===== src/rtl/uart_tx_arbiter.sv =====
// uart_tx_arbiter
//   Round-robin arbiter that shares one UART transmitter between NUM_REQ
//   byte-stream requesters. The transmitter is fed one byte at a time. Once a
//   requester is granted, the grant stays with it until it sends a byte flagged
//   req_last, so multi-byte packets are never interleaved.
//
// Handshake: a requester holds req_valid, req_data and req_last stable until
//   it sees req_ready high. A byte is accepted in the single cycle where
//   req_valid and req_ready are both high. req_ready is only ever raised for
//   the granted requester, and only in the cycle uart_wr_en is raised.
//
// Ports:
//   clk_50m       system clock
//   rst_n         asynchronous active-low reset
//   req_valid     per-requester byte valid
//   req_data      per-requester byte; requester i on bits [8i+7:8i]
//   req_last      per-requester end-of-packet flag (qualified by req_valid)
//   req_ready     one-cycle accept pulse to the granted requester
//   uart_din      byte to the transmitter
//   uart_wr_en    one-cycle write strobe to the transmitter
//   uart_tx_busy  transmitter busy
//   grant         one-hot current owner, zero when nobody owns the transmitter
//   busy          high whenever the FSM is not in IDLE
//   err_timeout   sticky; tx_busy never rose after a write strobe
//   state_dbg     current FSM state (IDLE=0 LOAD=1 WAIT_BUSY=2 WAIT_DONE=3 HOLD=4)
module uart_tx_arbiter #(
  parameter int NUM_REQ      = 4,
  parameter int BUSY_TIMEOUT = 16
) (
  input  logic                 clk_50m,
  input  logic                 rst_n,
  input  logic [NUM_REQ-1:0]   req_valid,
  input  logic [NUM_REQ*8-1:0] req_data,
  input  logic [NUM_REQ-1:0]   req_last,
  output logic [NUM_REQ-1:0]   req_ready,
  output logic [7:0]           uart_din,
  output logic                 uart_wr_en,
  input  logic                 uart_tx_busy,
  output logic [NUM_REQ-1:0]   grant,
  output logic                 busy,
  output logic                 err_timeout,
  output logic [2:0]           state_dbg
);

  localparam int IW = (NUM_REQ > 1) ? $clog2(NUM_REQ) : 1;
  localparam int CW = $clog2(BUSY_TIMEOUT) + 1;

  typedef enum logic [2:0] {
    IDLE      = 3'd0,
    LOAD      = 3'd1,
    WAIT_BUSY = 3'd2,
    WAIT_DONE = 3'd3,
    HOLD      = 3'd4
  } state_t;

  state_t state_q, state_d;

  logic [IW-1:0]      ptr_q, ptr_d;
  logic [IW-1:0]      owner_q, owner_d;
  logic [IW-1:0]      owner_next;
  logic [IW-1:0]      rr_winner;
  logic [IW-1:0]      sel;
  logic               lock_q, lock_d;
  logic [CW-1:0]      cnt_q, cnt_d;
  logic               timeout_hit;
  logic               wr_en_d, busy_d, err_d;
  logic [NUM_REQ-1:0] grant_d, ready_d;
  logic [7:0]         din_d;
  int                 rr_idx;

  // Round-robin search. Walking the offsets downward means the last hit wins,
  // which is the valid requester closest to (at or after) ptr.
  always_comb begin
    rr_winner = '0;
    rr_idx    = 0;
    for (int i = NUM_REQ - 1; i >= 0; i--) begin
      rr_idx = int'(ptr_q) + i;
      if (rr_idx >= NUM_REQ) rr_idx = rr_idx - NUM_REQ;
      if (req_valid[rr_idx]) rr_winner = IW'(rr_idx);
    end
  end

  // The requester after the owner becomes the new search start, so whoever
  // just finished has the lowest priority next time.
  assign owner_next  = (owner_q == IW'(NUM_REQ - 1)) ? '0 : owner_q + 1'b1;
  assign sel         = (state_q == IDLE) ? rr_winner : owner_q;
  // The counter is cleared in LOAD and counts WAIT_BUSY cycles. The bail-out
  // fires on the cycle where it would step to BUSY_TIMEOUT-1, so err_timeout
  // becomes visible BUSY_TIMEOUT cycles after the write strobe.
  assign timeout_hit = (state_q == WAIT_BUSY) && !uart_tx_busy &&
                       (cnt_q == CW'(BUSY_TIMEOUT - 2));

  // State register
  always_ff @(posedge clk_50m or negedge rst_n) begin
    if (!rst_n) state_q <= IDLE;
    else        state_q <= state_d;
  end

  // Next-state logic
  always_comb begin
    state_d = state_q;
    case (state_q)
      IDLE:      if (!uart_tx_busy && (|req_valid)) state_d = LOAD;
      LOAD:      state_d = WAIT_BUSY;
      WAIT_BUSY: begin
        if (uart_tx_busy)     state_d = WAIT_DONE;
        else if (timeout_hit) state_d = IDLE;
      end
      WAIT_DONE: if (!uart_tx_busy) state_d = lock_q ? HOLD : IDLE;
      HOLD:      if (req_valid[owner_q]) state_d = LOAD;
      default:   state_d = IDLE;
    endcase
  end

  // Output / datapath next values. Every output is registered, so the values
  // presented during a state are computed on the transition into it.
  always_comb begin
    wr_en_d = (state_d == LOAD);
    busy_d  = (state_d != IDLE);
    ready_d = '0;
    din_d   = uart_din;
    if (state_d == LOAD) begin
      ready_d[sel] = 1'b1;
      din_d        = req_data[{sel, 3'b000} +: 8];
    end

    grant_d = grant;
    owner_d = owner_q;
    ptr_d   = ptr_q;
    lock_d  = lock_q;
    cnt_d   = cnt_q;
    err_d   = err_timeout;

    if (state_q == IDLE && state_d == LOAD) begin
      owner_d            = rr_winner;
      grant_d            = '0;
      grant_d[rr_winner] = 1'b1;
    end

    case (state_q)
      LOAD: begin
        lock_d = ~req_last[owner_q];
        cnt_d  = '0;
      end
      WAIT_BUSY: begin
        if (!uart_tx_busy) begin
          cnt_d = cnt_q + 1'b1;
          if (timeout_hit) begin
            // Byte is lost; release the transmitter and move on.
            err_d   = 1'b1;
            lock_d  = 1'b0;
            grant_d = '0;
            ptr_d   = owner_next;
          end
        end
      end
      WAIT_DONE: begin
        if (!uart_tx_busy && !lock_q) begin
          grant_d = '0;
          ptr_d   = owner_next;
        end
      end
      default: ;
    endcase
  end

  always_ff @(posedge clk_50m or negedge rst_n) begin
    if (!rst_n) begin
      uart_wr_en  <= 1'b0;
      uart_din    <= '0;
      req_ready   <= '0;
      grant       <= '0;
      busy        <= 1'b0;
      err_timeout <= 1'b0;
      ptr_q       <= '0;
      owner_q     <= '0;
      lock_q      <= 1'b0;
      cnt_q       <= '0;
    end else begin
      uart_wr_en  <= wr_en_d;
      uart_din    <= din_d;
      req_ready   <= ready_d;
      grant       <= grant_d;
      busy        <= busy_d;
      err_timeout <= err_d;
      ptr_q       <= ptr_d;
      owner_q     <= owner_d;
      lock_q      <= lock_d;
      cnt_q       <= cnt_d;
    end
  end

  assign state_dbg = state_q;

endmodule


===== config.mk =====
export PLATFORM = sky130hd
export DESIGN_NAME = uart_tx_arbiter
export DESIGN_NICKNAME = d
export VERILOG_FILES = /design/src/rtl/uart_tx_arbiter.sv
export SDC_FILE = /design/constraint.sdc
export NUM_CORES = 1
export LEC_CHECK = 0
export CAP_MARGIN = 25
export CORE_MARGIN = 4
export CORE_UTILIZATION = 35
export CTS_CLUSTER_SIZE = 20
export DETAILED_ROUTE_END_ITERATION = 16
export MAX_ROUTING_LAYER = met4
export PLACE_DENSITY = 0.65
export SYNTH_ARGS = -nofsm -noshare
export SYNTH_HDL_FRONTEND = slang
export SYNTH_SLANG_ARGS = --single-unit

===== constraint.sdc =====
create_clock -name clk_50m -period 3.9 [get_ports clk_50m]
set_input_delay 0.39 -clock clk_50m [delete_from_list [all_inputs] [get_ports clk_50m]]
set_output_delay 0.39 -clock clk_50m [all_outputs]
set_load 0.05 [all_outputs]

### After elaboration in Yosys (flattened, before gate mapping)

Index checks and enable logic that the tools add are counted.
Widths: inputs -> output; s select.

| operators by class | value |
|---|---|
| add/subtract/negate cells | 9 |
| magnitude comparators | 13 |
| shifts and indexed selects | 1 |
| bitwise operators | 2 |
| multiplexer cells | 52 |
| reduce and logical (&&, ||, !) cells | 18 |
| equality and inequality tests | 10 |

Operators with widths:

| kind | number |
|---|---|
| $lt 32x4->1 const B | 4 |
| $mux 32 | 4 |
| $shiftx 32x6->8 | 1 |
| $mux 4 | 5 |
| $mux 2 | 9 |
| $mux 3 | 6 |
| $pmux 3 s5 | 1 |
| $mux 1 | 14 |
| $bmux 1 s2 | 6 |
| $sub 3x3->4 const B | 3 |
| $pmux 5 s2 | 1 |
| $ge 3x3->1 const B | 3 |
| $lt 2x3->1 const B | 3 |
| $pmux 4 s2 | 1 |
| $logic_and 1x1->1 | 7 |
| $add 2x2->3 const B | 2 |
| $eq 3x1->1 const B | 2 |
| $eq 3x2->1 const B | 2 |
| $ne 2x2->1 const B | 3 |
| $reduce_and 3->1 | 2 |
| $add 5x1->5 const B | 1 |
| $eq 5x4->1 const B | 1 |
| $mux 5 | 1 |
| $demux 1 s2 | 2 |
| other kinds (17) | 21 |

| storage, ports and cells | value |
|---|---|
| register bits after elaboration | 32 |
| output and inout port bits | 22 |
| input port bits | 43 |
| word-level logic and storage cells | 116 |

### Depth between registers and ports, before layout

| logic depth | value |
|---|---|
| depth after elaboration | 18 |
| depth in mapped cells | 8 |
| gate-level depth less buffers | 7 |

### Worst setup path before layout

OpenSTA, ideal clock, no wires.

| timing path | value |
|---|---|
| path kind | flip-flop to flip-flop |
| start | register state_q[0] (netlist: state_dbg[0]) |
| end | register uart_din[4] |
| path buffers | 3 |
| clock period less this slack | 2.252 ns |
| path slack | 1.648 ns |
| data arrival time | 2.149 ns |
| stages on the path, launching flop included | 9 |
| path through | dfrtp_1 -> buf_6 -> or3_4 -> and2_0 -> a41o_1 -> buf_6 -> buf_8 -> mux2i_1 -> a221oi_1 |

| between the ends | value |
|---|---|
| word-level cells in the longest chain between the ends | 7 |

Ends and longest elaborated chain:

| element | line | text |
|---|---|---|
| from (decl) | 56 | `state_t state_q, state_d;` |
| from (signal assigned) | 96 | `else state_q <= state_d;` |
| $eq 3x2->1 | 90, 102 |  |
| $logic_and 1x1->1 (2 in series) | 90 | `assign timeout_hit = (state_q == WAIT_BUSY) && !uart_tx_busy &&` |
| $mux 3 | 107 | `else if (timeout_hit) state_d = IDLE;` |
| $mux 3 | 106 | `if (uart_tx_busy) state_d = WAIT_DONE;` |
| $pmux 3 s5 | 102 | `case (state_q)` |
| $eq 3x1->1 | 122 | `if (state_d == LOAD) begin` |
| to (signal assigned) | 181 | `uart_din <= din_d;` |
| to (decl) | 36 | `output logic [7:0] uart_din,` |

Several ways; a longest one is shown, not always the timed one.
A chain may end at the register's enable or synchronous reset.

### Final worst setup path

| timing path | value |
|---|---|
| start | input port req_valid[0] |
| end | register uart_din[7] |

| between the ends | value |
|---|---|
| word-level cells in the longest chain between the ends | 9 |

Ends and longest elaborated chain:

| element | line | text |
|---|---|---|
| from (decl) | 32 | `input logic [NUM_REQ-1:0] req_valid,` |
| $bmux 1 s2 | 79 | `if (req_valid[rr_idx]) rr_winner = IW'(rr_idx);` |
| $mux 1 (not written as such) (2 in series) | 79 |  |
| $mux 2 (4 in series) | 79 |  |
| $mux 2 | 86 | `assign sel = (state_q == IDLE) ? rr_winner : owner_q;` |
| $shiftx 32x6->8 | 124 | `din_d = req_data[{sel, 3'b000} +: 8];` |

Several ways; a longest one is shown, not always the timed one. The select of a mux whose other input is x is not followed.

==> flow_metrics.py <==
metrics = {
    "routing": {
        "drc": 0,
        "finalWirelength_mm": 4.33,
        "viasPerCell": 5.03,
        "routedWlPerCell_um": 14.2,
        "vias": 1540,
        "first_iter_violations": 90,
        "drt_pass1_iterations": 4,
        "antenna_left": 0,
    },
    "logic_synthesis": {
        "synth_flop_cell": "dfrtp_1",
        "synth_nets": 219,
        "yosysSeqAreaShare_pct": 45.3,
        "async_flop_share_pct": 100,
        "netlist_area_sq_um": 1770,
        "synth_cell_types": 42,
        "ys_ff_latch": 32,
        "avgSynthCellArea_sq_um": 10.2,
        "ys_warn_count": 0,
        "syn_inst": 173,
        "synth_edf_count": 0,
    },
    "clocking": {
        "hold_buffers": 0,
        "cts_max_level": 2,
        "cts_sinks": 32,
        "cts_setup_buffers": 0,
        "cts-root-buf": "clkbuf_8",
        "numCtsBuffers": 5,
        "cts_buffer_depth": 2,
        "cts_tree": "yes",
        "cts_resized": 0,
        "cts.clk_slew.worst_paths_ns": 0.07,
        "clkLatencyLatePin_ns": 0.28,
    },
    "status": {
        "status": "finished clean",
    },
    "power": {
        "power_frac_seq_pct": 29.9,
        "switchingPower_mw": 0.862,
        "p_int_mw": 1.06,
        "power_mw": 1.92,
        "p_clk_share_pct": 16.3,
        "p_leak_nw": 1.08,
        "ir_worst_vdd_mv": 0.522,
        "combPwrFrac_pct": 53.8,
        "power_density_nw_per_um2": 753,
        "switching_share_pct": 44.9,
    },
    "hold_path": {
        "worst_hold_path_type": "reg -> reg",
        "min_to": "err_timeout",
        "hold_depth": 1,
        "hold_start": "err_timeout",
    },
    "placed_design": {
        "port_buffers": 64,
        "place_area_sq_um": 2440,
        "gp_congestion": 0.740,
        "dpl.hpwl_mm": 3.31,
        "dpl.cell_count": 298,
    },
    "sta": {
        "relSlewSlack_pct": 45.6,
        "finalCritPeriodShare_pct": 66.8,
        "setup_viol": 0,
        "skew_ns": 0.00411,
        "hold_viol_final": 0,
        "final.min_clock_period_ns": 2.60,
        "tns_ns": 0,
        "maxSlewViolCount": 0,
        "fmax_ghz": 0.384,
        "worst_slew_pin_slew_ns": 0.815,
        "rsz0062_at_grt": "false",
    },
    "floorplan": {
        "die_h_um": 79.1,
        "core_area_sq_um": 4820,
        "rows": 25,
        "dieArea_sq_um": 6250,
        "initial_utilization_pct": 36.7,
        "num_io_pins": 65,
        "fp.dieW_um": 79.1,
    },
    "layout": {
        "layout_commonest_cell": "clkdlybuf4s50_1",
        "final_nets": 284,
        "final_util_pct": 53.0,
        "drive_gt1_share_pct": 5.44,
        "n_fill_cell": 464,
        "antenna_cells": 0,
        "finish.instance_area_sq_um": 2550,
        "stdcell_count": 306,
        "area_delta_synth_final_pct": 44.3,
        "final_cell_mix": "64 x clkdlybuf4s50_1, 32 x dfrtp_1, 22 x nor2_1",
    },
    "global_routing": {
        "grt_max_degree": 33,
        "grt_pass1_vias": 1431,
        "gr-total-overflow": 0,
        "antenna_found_initial": 0,
        "grt_usage_pct": 14.5,
        "grt_pass1_wl_mm": 6.80,
    },
    "critical_path": {
        "worstSetupStartpointType": "primary input",
        "regToRegEndpoint": "uart_din[3]",
        "critPathBufInv": 1,
        "crit_path_top_delay_cell": "or4_1",
        "crit_type": "in -> reg",
        "crit_family": "simple AND/OR/NAND/NOR gates",
        "r2r_cells": 6,
        "critPathRequiredTime_ns": 4.08,
        "r2r-start": "state_dbg[0]",
        "endpoint_kind": "register",
        "crit_chain": "clkdlybuf4s50_1, or4_1, nand3_1, nand2_1, and2_1, a221oi_1",
        "rrSetupSlack_ns": 1.44,
        "cp.depth": 6,
        "critPathMaxFanout": 15,
        "critPathMaxStageDelay_ns": 0.55,
        "arrival_ns": 2.78,
    },
    "flow_run": {
        "maxCapViolations": 0,
    },
}
==> state kept, by name, indices dropped and copies added, names as in the netlist <==
signal,cells
grant,4
busy,1
err_timeout,1
owner_q,2
cnt_q,5
req_ready,4
uart_din,8
state_dbg,3
uart_wr_en,1
ptr_q,2
lock_q,1
==> worst reg2reg max path, stage by stage, from the launching register on <==
cell,delay [ns]
dfrtp_1,0.50
nor3_1,0.36
nand3_1,0.37
nand2_1,0.50
o21ai_0,0.16
a221o_1,0.28
o22a_1,0.18
==> cell usage after synthesis (all sizes together) (3+ instances only) <==
library cell   n  share of area (%)
a22oi          4                1.7
xor2           3                1.5
o21ai         12                3.4
nor2          22                4.7
nand3          8                2.3
and2           5                1.8
a221oi         4                2.0
ha             3                2.1
buf            5                2.7
a221o          4                2.3
nor2b          4                1.4
mux2i         17                9.6
a21oi          3               0.85
o22a           4                2.0
inv            4               0.85
nand2b         3                1.1
nand2         10                2.1
dfrtp         32                 45
==> layer usage <==
layer / global-route usage [%] / routed length (um) / part of all wire (%)
met5: - / 0 / 0
met4: 5.67 / 76 / 1.8
met3: 3.06 / 162 / 3.7
met2: 23.6 / 2230 / 51
met1: 17.6 / 1870 / 43
==> cell families (layout without fill, tap and decap cells) <==
group | after synthesis | count (layout) | share of synthesized area, %
flip-flops | 32 | 32 | 45.3
buffers and inverters | 11 | 77 | 4.03
adder cells (fa/ha/maj) | 3 | 3 | 2.12
AND/OR/NAND/NOR | 68 | 68 | 19.8
XOR/XNOR | 3 | 3 | 1.49
AO/OA/AOI/OAI | 37 | 37 | 15.1
multiplexers | 19 | 19 | 12.2
==> power groups by stage <==
| stage | logic [mW] | clock network [mW] | registers, mW |
|---|---|---|---|
| floorplan | 0.511 | 0 | 0.824 |
| global placement | 1.03 | 0 | 0.584 |
| detailed placement | 1.04 | 0 | 0.582 |
| CTS | 1.04 | 0.325 | 0.576 |
| global route | 1.11 | 0.338 | 0.597 |
| finish | 1.03 | 0.313 | 0.575 |
==> per-stage QoR <==
| stage | setup slack, ns | hold slack [ns] |
|---|---|---|
| 6_report | 1.30 | 0.477 |
| 2_1_floorplan | 1.65 | 0.0944 |
| 3_3_place_gp | 1.11 | 0.462 |
| 3_5_place_dp | 0.982 | 0.465 |
| 5_1_grt | 1.05 | 0.498 |
| 4_1_cts | 1.27 | 0.482 |
==> area by class of cell <==
type	count	area [sq um]	share of cell area [%]
Clock buffer	6	72.6	2.84
Tap cell	67	83.8	3.29
Clock inverter	2	35.0	1.37
Multi-Input combinational cell	130	896	35.1
Timing Repair Buffer	65	648	25.4
Inverter	4	15.0	0.589
Sequential cell	32	801	31.4
==> worst max path at each step <==
stage	slack [ns]	to	startpoint
2_1_floorplan	1.65	uart_din[4]	state_dbg[0]
3_3_place_gp	1.11	uart_din[4]	req_valid[0]
3_5_place_dp	0.98	uart_din[7]	req_valid[0]
4_1_cts	1.27	uart_din[7]	req_valid[0]
5_1_grt	1.05	uart_din[0]	req_valid[0]
6_report	1.30	uart_din[7]	req_valid[0]
Power figures use the tool's default switching activity.
